## config.mk

```make
export PLATFORM = sky130hd
export DESIGN_NAME = i2c_bus_arbiter
export DESIGN_NICKNAME = d
export VERILOG_FILES = /design/src/rtl/i2c_bus_arbiter.sv
export SDC_FILE = /design/constraint.sdc
export NUM_CORES = 1
export LEC_CHECK = 0
export CORE_MARGIN = 2
export CORE_UTILIZATION = 48
export CTS_BUF_LIST = sky130_fd_sc_hd__clkbuf_8
export CTS_CLUSTER_SIZE = 10
export DETAILED_ROUTE_END_ITERATION = 8
export GPL_ROUTABILITY_DRIVEN = 0
export PLACE_DENSITY = 0.82
export REMOVE_ABC_BUFFERS = 1
export SYNTH_ARGS = -nofsm -noshare
export SYNTH_HDL_FRONTEND = slang
export SYNTH_SLANG_ARGS = --single-unit
export TNS_END_PERCENT = 10
```

## constraint.sdc

```tcl
create_clock -name CLK_50 -period 2.28 [get_ports CLK_50]
set_clock_uncertainty 0.1 [all_clocks]
set_input_delay 0.228 -clock CLK_50 [delete_from_list [all_inputs] [get_ports CLK_50]]
set_output_delay 0.228 -clock CLK_50 [all_outputs]
set_load 0.1 [all_outputs]
```

## src/rtl/i2c_bus_arbiter.sv

```systemverilog
// rtl/i2c_bus_arbiter.sv - round-robin arbiter sharing one I2C transaction engine among requesters
// Latches the winner's fields, launches the engine, retries on NACK, enforces timeout and bus gap.
module i2c_bus_arbiter #(
  parameter int N_REQ          = 2,
  parameter int GAP_CYCLES     = 1000,
  parameter int MAX_RETRY      = 3,
  parameter int TIMEOUT_CYCLES = 250000
) (
  input  logic                 CLK_50,
  input  logic                 RESET_N,
  input  logic [N_REQ-1:0]     REQ,
  input  logic [N_REQ-1:0]     REQ_RW,
  input  logic [8*N_REQ-1:0]   REQ_SLAVE_ADDR,
  input  logic [8*N_REQ-1:0]   REQ_POINTER,
  input  logic [16*N_REQ-1:0]  REQ_WDATA,
  output logic [N_REQ-1:0]     GNT,
  output logic [N_REQ-1:0]     REQ_DONE,
  output logic                 REQ_ERR,
  output logic [15:0]          RDATA,
  output logic                 ENG_GO,
  output logic                 ENG_RW,
  output logic [7:0]           ENG_SLAVE_ADDR,
  output logic [7:0]           ENG_POINTER,
  output logic [15:0]          ENG_WDATA,
  input  logic                 ENG_END,
  input  logic                 ENG_ACK_OK,
  input  logic [15:0]          ENG_RDATA,
  output logic                 BUSY,
  output logic [3:0]           ST
);

  typedef enum logic [3:0] {
    S_IDLE       = 4'd0,
    S_LATCH      = 4'd1,
    S_LAUNCH     = 4'd2,
    S_WAIT_START = 4'd3,
    S_WAIT_END   = 4'd4,
    S_CHECK      = 4'd5,
    S_RETRY_GAP  = 4'd6,
    S_DONE       = 4'd7,
    S_GAP        = 4'd8
  } state_t;

  localparam logic [31:0] TO_LAST   = 32'(TIMEOUT_CYCLES - 1);
  localparam logic [31:0] GAP_LAST  = (GAP_CYCLES > 0) ? 32'(GAP_CYCLES - 1) : 32'd0;
  localparam logic [7:0]  RETRY_LIM = 8'(MAX_RETRY);

  state_t       r_state, w_next;
  logic [1:0]   r_winner, r_rr_ptr, w_pick;
  logic         w_any;
  logic [7:0]   r_retry;
  logic [31:0]  r_timer, r_gap_cnt;
  logic         r_err, r_ack;
  logic [15:0]  r_cap_data, r_rdata;
  logic [N_REQ-1:0] r_gnt;
  logic         r_eng_rw;
  logic [7:0]   r_eng_addr, r_eng_ptr;
  logic [15:0]  r_eng_wdata;
  logic         w_timeout, w_gap_done;

  // Requester buses padded to the 4-requester maximum so a 2-bit index selects exactly.
  logic [3:0]   w_req_pad, w_rw_pad, w_onehot;
  logic [31:0]  w_addr_pad, w_ptr_pad;
  logic [63:0]  w_wdata_pad;

  assign w_req_pad   = 4'(REQ);
  assign w_rw_pad    = 4'(REQ_RW);
  assign w_addr_pad  = 32'(REQ_SLAVE_ADDR);
  assign w_ptr_pad   = 32'(REQ_POINTER);
  assign w_wdata_pad = 64'(REQ_WDATA);
  assign w_onehot    = 4'b0001 << r_winner;

  function automatic logic [1:0] wrap_idx(input logic [1:0] base, input int off);
    logic [2:0] s;
    s = {1'b0, base} + 3'(off);
    if (s >= 3'(N_REQ)) s = s - 3'(N_REQ);
    return s[1:0];
  endfunction

  // Descending scan so the lowest offset from the pointer wins.
  always_comb begin
    w_pick = r_rr_ptr;
    w_any  = 1'b0;
    for (int i = N_REQ - 1; i >= 0; i--) begin
      if (w_req_pad[wrap_idx(r_rr_ptr, i)]) begin
        w_pick = wrap_idx(r_rr_ptr, i);
        w_any  = 1'b1;
      end
    end
  end

  assign w_timeout  = (r_timer >= TO_LAST);
  assign w_gap_done = (r_gap_cnt >= GAP_LAST);

  always_comb begin
    w_next = r_state;
    case (r_state)
      S_IDLE:       if (w_any) w_next = S_LATCH;
      S_LATCH:      w_next = S_LAUNCH;
      S_LAUNCH:     w_next = S_WAIT_START;
      S_WAIT_START: if (!ENG_END) w_next = S_WAIT_END;
                    else if (w_timeout) w_next = S_DONE;
      S_WAIT_END:   if (ENG_END) w_next = S_CHECK;
                    else if (w_timeout) w_next = S_DONE;
      S_CHECK:      if (r_ack) w_next = S_DONE;
                    else if (r_retry < RETRY_LIM) w_next = S_RETRY_GAP;
                    else w_next = S_DONE;
      S_RETRY_GAP:  if (w_gap_done) w_next = S_LAUNCH;
      S_DONE:       w_next = S_GAP;
      S_GAP:        if (w_gap_done) w_next = S_IDLE;
      default:      w_next = S_IDLE;
    endcase
  end

  always_ff @(posedge CLK_50) begin
    if (!RESET_N) begin
      r_state     <= S_IDLE;
      r_winner    <= '0;
      r_rr_ptr    <= '0;
      r_retry     <= '0;
      r_timer     <= '0;
      r_gap_cnt   <= '0;
      r_err       <= 1'b0;
      r_ack       <= 1'b0;
      r_cap_data  <= '0;
      r_rdata     <= '0;
      r_gnt       <= '0;
      r_eng_rw    <= 1'b0;
      r_eng_addr  <= '0;
      r_eng_ptr   <= '0;
      r_eng_wdata <= '0;
    end else begin
      r_state <= w_next;
      case (r_state)
        S_IDLE: if (w_any) r_winner <= w_pick;
        S_LATCH: begin
          r_eng_rw    <= w_rw_pad[r_winner];
          r_eng_addr  <= w_addr_pad[{r_winner, 3'b000} +: 8];
          r_eng_ptr   <= w_ptr_pad[{r_winner, 3'b000} +: 8];
          r_eng_wdata <= w_wdata_pad[{r_winner, 4'b0000} +: 16];
          r_gnt       <= w_onehot[N_REQ-1:0];
          r_retry     <= '0;
          r_rr_ptr    <= wrap_idx(r_winner, 1);
        end
        S_LAUNCH: r_timer <= '0;
        S_WAIT_START: begin
          if (!ENG_END) r_timer <= '0;
          else if (w_timeout) r_err <= 1'b1;
          else if (r_timer != '1) r_timer <= r_timer + 32'd1;
        end
        S_WAIT_END: begin
          if (ENG_END) begin
            r_ack      <= ENG_ACK_OK;
            r_cap_data <= ENG_RDATA;
          end else if (w_timeout) r_err <= 1'b1;
          else if (r_timer != '1) r_timer <= r_timer + 32'd1;
        end
        S_CHECK: begin
          r_gap_cnt <= '0;
          if (r_ack) begin
            if (r_eng_rw) r_rdata <= r_cap_data;
          end else if (r_retry < RETRY_LIM) r_retry <= r_retry + 8'd1;
          else r_err <= 1'b1;
        end
        S_RETRY_GAP, S_GAP: if (r_gap_cnt != '1) r_gap_cnt <= r_gap_cnt + 32'd1;
        S_DONE: begin
          r_gnt     <= '0;
          r_err     <= 1'b0;
          r_gap_cnt <= '0;
        end
        default: ;
      endcase
    end
  end

  assign GNT            = r_gnt;
  assign REQ_DONE       = (r_state == S_DONE) ? r_gnt : '0;
  assign REQ_ERR        = (r_state == S_DONE) & r_err;
  assign RDATA          = r_rdata;
  assign ENG_GO         = (r_state == S_LAUNCH);
  assign ENG_RW         = r_eng_rw;
  assign ENG_SLAVE_ADDR = r_eng_addr;
  assign ENG_POINTER    = r_eng_ptr;
  assign ENG_WDATA      = r_eng_wdata;
  assign BUSY           = (r_state != S_IDLE);
  assign ST             = r_state;

endmodule

```

==> results.txt, run 1 <==
Routed WL -> 18000 um
Global Route Usage Sum -> 24.7%
CTS tree -> done
peak supply drop -> 523 uV
Pins Over Slew Limit -> 0
Final #Nets -> 1097
largest net degree at the start of global routing -> 80
fill count -> 1121
max_cap viols -> 0
CP Capture Type -> output port
GRT Residual Overflow -> 0
Fmax -> 0.445 GHz
worst r2r src -> ST[0]
Post-synth EDFFs -> 0
Worst EP required -> 1.95 ns
crit path DAT -> 1.92 ns
CP top delay family -> buffers and inverters
TNS Setup -> 0 ns
M1 GR Usage -> 31.0%
clock sink count -> 149
count leader, synth -> dfxtp_1
Synth top area share -> 43.5%
total CTS buffers -> 17
total number of vias -> 6816
Clk pin slew, worst setup/hold paths -> 0.09 ns
synthesis-to-layout area growth -> 33.5%
met2 Use GR -> 40.2%
GRT busiest layer -> met2
initial antenna violation count -> 0
most frequent cells after synthesis -> dfxtp_1, a21oi_1, nand2_1
area leader, netlist -> dfxtp_1
worst-path fanout max -> 17
pwr/cell area -> 632 mW/mm2
Hold Crit Depth -> 3
predominant post-synthesis flop cell -> dfxtp_1
Rows -> 43
Die Y -> 124 um
CP peak stage delay -> 0.32 ns
Gate Count Post-Synth -> 842
Tcrit/Tclk final -> 98.6%
final-report hold violation count -> 0
reg2reg end -> r_gap_cnt[18]
Initial Utilization -> 49.3%
First-pass DRT Iterations -> 5
first-pass GRT wire length -> 30300 um
H-tree levels -> 4
status -> finished clean
post-synth cell types -> 57
Buf/Inv on CP -> 5
Worst slew margin -> 54.5%
top post-synthesis cells by area -> dfxtp_1, a21oi_1, nand2_1
antenna-violating nets left -> 0
final setup vio count -> 0
Leakage -> 3.33 nW
Antenna diodes -> 0
DR vias/cell -> 5.68
I/O pin total -> 148
CP Launch Type -> flip-flop
Syn Area/Cell -> 8.15 um2
R2R setup slack -> 0.03 ns
Crit-path slowest cell -> dfxtp_1
Tmin final -> 2.25 ns
Residual DRC -> 0
synthesized flop and latch total -> 149
RSZ-0062 raised after global routing -> yes
Port Buffers -> 147
total core area -> 0.0139 mm2
post-synthesis sequential area ratio -> 43.5%
final core occ -> 65.8%
CP Cell Sequence -> buf_4 > buf_12 > or2_2 > buf_4 > nor3_4 > inv_2 > buf_12
vias in the first global route -> 6421
Setup CP Type -> reg2out
Async S/R FF share, synth -> 0%
worst reg2reg path depth -> 7
later-pin clock latency in the skew report -> 0.46 ns
die area -> 0.0153 mm2
Slew @ Worst Pin -> 0.681 ns
Tot Pwr -> 0.00579 W
start point of the critical path -> ST[0]
Synth Warn # -> 0
routed len/inst -> 15.0 um
Root Buffer Master -> clkbuf_8
die width -> 124 um
met3 Resource Use GR -> 6.91%
worst min-delay path endpoint -> r_cap_data[12]
Final Instance Area -> 0.00917 mm2
DR iter-0 viols -> 520
Clock Tree Buf Depth -> 2
DPL Wire Length -> 12600 um
hold crit path type -> in2reg
Post-Syn Area -> 0.00686 mm2
DP Area -> 0.00874 mm2
layout cells sized above 1 -> 17.4%
Hold Path Origin -> ENG_RDATA[12]
## placed cells by master, fill, tap and decap left out, types with 3 or more instances in the layout
master           netlist  final
and3_1                18     18
or2_2                  3      3
dfxtp_1              149    144
buf_12                 0     14
inv_6                  0      6
o21a_1                 3      3
clkbuf_8               0     18
nand2b_1               4      4
nand2_1              108    108
inv_1                 10      8
nor4_1                16     16
or3_1                 22     22
or4_1                 29     28
and4_1                 7      7
nor2_1                60     58
and2_1                17     17
o31ai_1               21     21
mux2i_1               36     36
nand3_1               26     25
buf_4                  0    100
clkdlybuf4s50_1        0     87
o21ai_0               19     19
a31o_2                 4      4
clkinv_4               0      3
nor3_1                48     46
ha_1                   3      3
a21oi_1              120    119
nand4_1               22     22
dfxtp_2                0      5
o211ai_1               8      8
## worst min-delay path, delay by kind of cell
kind / cells / cell delay (ns)
AO/OA/AOI/OAI: 1 / 0.05
AND/OR/NAND/NOR: 1 / 0.05
buffers and inverters: 1 / 0.39
## logic make-up after synthesis
group                    count (synthesis)  synth area share, %
XOR/XNOR                                 1                0.128
AND/OR/NAND/NOR                        397                 30.4
AO/OA/AOI/OAI                          190                 16.2
flip-flops                             149                 43.5
adder cells (fa/ha/maj)                  3                0.547
multiplexers                            36                 5.25
buffers and inverters                   66                 3.96
## repair_timing
| item | 4_1_cts | 5_1_grt |
|---|---|---|
| setup buffers | 1 | 0 |
| setup endpoints to repair | 4 | 21 |
| hold buffers | 0 | 0 |
| gates cloned | 0 | 0 |
| gates resized for setup | 8 | 8 |
| pin swaps | 2 | 2 |
## report_power, final
part	internal (W)	total (W)	switching, W
Clock	0.000809	0.00191	0.00110
Sequential	0.00266	0.00271	0.0000441
Combinational	0.000411	0.00117	0.000759
Total	0.00388	0.00579	0.00190
## final cells by class
class	instances	area, um2	area share, %
Clock buffer	18	248	2.70
Clock inverter	14	120	1.31
Inverter	10	37.5	0.410
Multi-Input combinational cell	627	3640	39.8
Sequential cell	149	2990	32.6
Tap cell	180	225	2.46
Timing Repair Buffer	201	1900	20.8
## how the worst max path moves through the flow
stage                    end  slack (ns)  cells past startpoint
2_1_floorplan     r_retry[3]       -1.47                      2
3_3_place_gp     r_timer[12]       -0.15                      7
5_1_grt        r_gap_cnt[19]       -0.08                      7
4_1_cts              REQ_ERR       0.004                      7
6_report                BUSY        0.03                      7
3_5_place_dp     r_timer[12]       -0.18                      7
## flip-flops by register name, summed over array words and instances (netlist names)
name	flops
r_cap_data	16
ENG_SLAVE_ADDR	8
ENG_POINTER	8
ST	4
r_err	1
r_gap_cnt	32
r_ack	1
r_timer	32
r_retry	8
ENG_RW	1
r_winner	2
ENG_WDATA	16
r_rr_ptr	2
RDATA	16
GNT	2
## routing by layer
metal | up-vias | wire [um]
met2 | 240 | 8530
met4 | 0 | 436
met3 | 41 | 1340
met5 | - | 0
li1 | 3412 | -
met1 | 3123 | 7720
## metrics by stage
| stage | cells | hold slack (ns) | setup WS [ns] |
|---|---|---|---|
| 5_1_grt | 1199 | 0.199 | -0.0838 |
| 4_1_cts | 1199 | 0.187 | 0.00444 |
| 2_1_floorplan | 786 | 0.238 | -1.47 |
| 3_5_place_dp | 1166 | 0.344 | -0.180 |
| 3_3_place_gp | 1166 | 0.337 | -0.145 |
| 6_report | 1199 | 0.199 | 0.0313 |
Note: power is estimated with default switching activity, not from simulation.
==> run 2, diff against run 1 <==
Settings changed: ABC_AREA set to 1.
==> run 2 against run 1 <==
Effect of this change: total power is 53% higher; non-clock buffer count is 34 lower; register-to-register slack better by 0.18 ns; sequential cell count stayed put; design area is 1.1% lower; combinational power grew to 3.1 times the previous value; sequential share of layout area is 0.30 points higher; synthesized cell count is 20% higher; clock power is 13% higher; sequential power is 14% higher; utilization is 3.2 points lower.
==> results.txt, run 2 <==
status -> finished clean
worst reg2reg path depth -> 11
final-report hold violation count -> 0
top post-synthesis cells by area -> dfxtp_1, nand2_1, nor2_1
crit path DAT -> 1.77 ns
Leakage -> 3.46 nW
I/O pin total -> 148
pwr/cell area -> 980 mW/mm2
predominant post-synthesis flop cell -> dfxtp_1
peak supply drop -> 1040 uV
initial antenna violation count -> 0
commonest cells after routing, fill and taps aside -> nand2_1, dfxtp_1, nor2_1
Async S/R FF share, synth -> 0%
RSZ-0062 raised after global routing -> no
DP Cell Count -> 1322
total number of vias -> 7191
complex-gate fraction of the synthesized area -> 19.2%
CTS tree -> done
total CTS buffers -> 17
DR iter-0 viols -> 426
clock sink count -> 149
DR vias/cell -> 5.31
Worst Setup EP -> REQ_DONE[0]
Pins Over Slew Limit -> 0
vias in the first global route -> 6863
DPL Wire Length -> 13800 um
GRT Residual Overflow -> 0
total core area -> 0.0145 mm2
Slew @ Worst Pin -> 0.540 ns
Clock Tree Buf Depth -> 2
CP Capture Type -> output port
Residual DRC -> 0
mux share of post-synthesis cell area -> 0%
start point of the critical path -> ST[2]
worst-path fanout max -> 6
largest net degree at the start of global routing -> 69
CP Launch Type -> flip-flop
Fmax -> 0.477 GHz
Final #Nets -> 1248
count leader, synth -> nand2_1
biggest registers after layout -> r_gap_cnt (32), r_timer (32)
final setup vio count -> 0
Rows -> 44
Worst slew margin -> 63.9%
Hold Crit Depth -> 3
dpl ws -> 0.239 ns
layout cells sized above 1 -> 13.4%
Tot Pwr -> 0.00888 W
final core occ -> 62.6%
Setup CP Type -> reg2out
max_cap viols -> 0
Gate Count Post-Synth -> 1012
Post-Syn Area -> 0.00706 mm2
Tmin final -> 2.10 ns
most frequent cells after synthesis -> nand2_1, dfxtp_1, nor2_1
synthesized flop and latch total -> 149
Post-CTS Setup Inserts -> 0
Adder-Cell Fraction of Synth Area -> 0.532%
Post-synth EDFFs -> 0
Tcrit/Tclk final -> 91.9%
final hold slack -> 0.140 ns
Clk pin slew, worst setup/hold paths -> 0.08 ns
antenna-violating nets left -> 0
Port Buffers -> 147
die width -> 125 um
later-pin clock latency in the skew report -> 0.47 ns
synthesis-to-layout area growth -> 28.3%
Synth Warn # -> 0
First-pass DRT Iterations -> 7
area leader, netlist -> dfxtp_1
die area -> 0.0157 mm2
xor/xnor cell area share of the yosys netlist -> 0.496%
Global Route Usage Sum -> 24.7%
worst r2r src -> r_gap_cnt[0]
Antenna diodes -> 0
Routed WL -> 19100 um
post-synth cell types -> 40
hold crit path type -> in2reg
Die Y -> 125 um
Syn Area/Cell -> 6.98 um2
reg2reg end -> r_gap_cnt[5]
routed len/inst -> 14.1 um
Initial Utilization -> 48.8%
post-synthesis sequential area ratio -> 42.2%
first-pass GRT wire length -> 32000 um
commonest non-fill, non-tap cell in the layout -> nand2_1
Root Buffer Master -> clkbuf_8
R2R setup slack -> 0.21 ns
Final Non-Filler Cells -> 1354
Worst EP required -> 1.95 ns
final worst slack -> 0.184 ns
largest family of logic cells by synthesized area -> simple AND/OR/NAND/NOR gates
Post-Synth Simple-Gate Area -> 28.6%
Synth top area share -> 42.2%
H-tree levels -> 4
run 2: cell types whose count changed after synthesis, moves of 18 or more:
cell,change
o21ai_0,+56
o31ai_1,-19
nor2_1,+73
a22oi_1,+32
nand2_1,+95
mux2i_1,-36
nand3_1,+33
a21oi_1,-21
nor3_1,-28
or4_1,-29
inv_1,+92
and3_1,-18
or3_1,-22
run 2: repair_timing:
item,in CTS,in global routing
endpoints found under the setup margin,0,6
hold endpoints to repair,0,0
hold buffers,0,0
gates resized for setup,0,5
run 2: cells by family after synthesis:
logic type / Yosys count
AOI/OAI and AO/OA: 236
xor gates and xnor gates: 4
adders and majority gates: 3
buffers and inverters: 155
DFF: 149
and+or+nand+nor: 465
run 2: report_power, final:
group | switching [W] | internal [W] | total [W]
Clock | 0.00106 | 0.00109 | 0.00215
Sequential | 0.000202 | 0.00288 | 0.00308
Combinational | 0.00279 | 0.000863 | 0.00366
Total | 0.00405 | 0.00483 | 0.00888
run 2: per-layer routing:
layer	vias up	share of wire, %	wire (um)	GRT usage, %
met4	0	2.1	400	8.95
li1	3641	-	-	-
met1	3237	41	7810	29.3
met2	271	49	9260	41.5
met5	-	0	0	0
met3	42	8.4	1610	8.39
run 2: stage by stage:
| stage | instance area [um2] | setup TNS [ns] |
|---|---|---|
| 5_1_grt | 9060 | 0 |
| 3_5_place_dp | 8640 | 0 |
| 2_1_floorplan | 6860 | -58.34 |
| 3_3_place_gp | 8640 | 0 |
| 6_report | 9060 | 0 |
| 4_1_cts | 9050 | 0 |
run 2: area by class of cell:
class	instances	area [um2]
Clock inverter	15	179
Timing Repair Buffer	167	1540
Clock buffer	17	234
Sequential cell	149	2980
Multi-Input combinational cell	708	3460
Tap cell	184	230
Inverter	114	430
Fill cell	1266	5420
run 2: critical path, stage by stage (launching register included):
cell,delay (ns)
dfxtp_1,0.39
inv_2,0.08
nor2_4,0.15
inv_2,0.06
nor2_1,0.17
inv_2,0.10
nor2_2,0.16
buf_12,0.20
run 2: worst min-delay path by stage:
stage | to | start
after global placement | r_timer[28] | r_timer[28]
after CTS | r_gap_cnt[9] | RESET_N
after global routing | r_gap_cnt[17] | RESET_N
after detailed placement | r_timer[21] | r_timer[21]
after floorplan | ST[2] | RESET_N
final | r_gap_cnt[9] | RESET_N
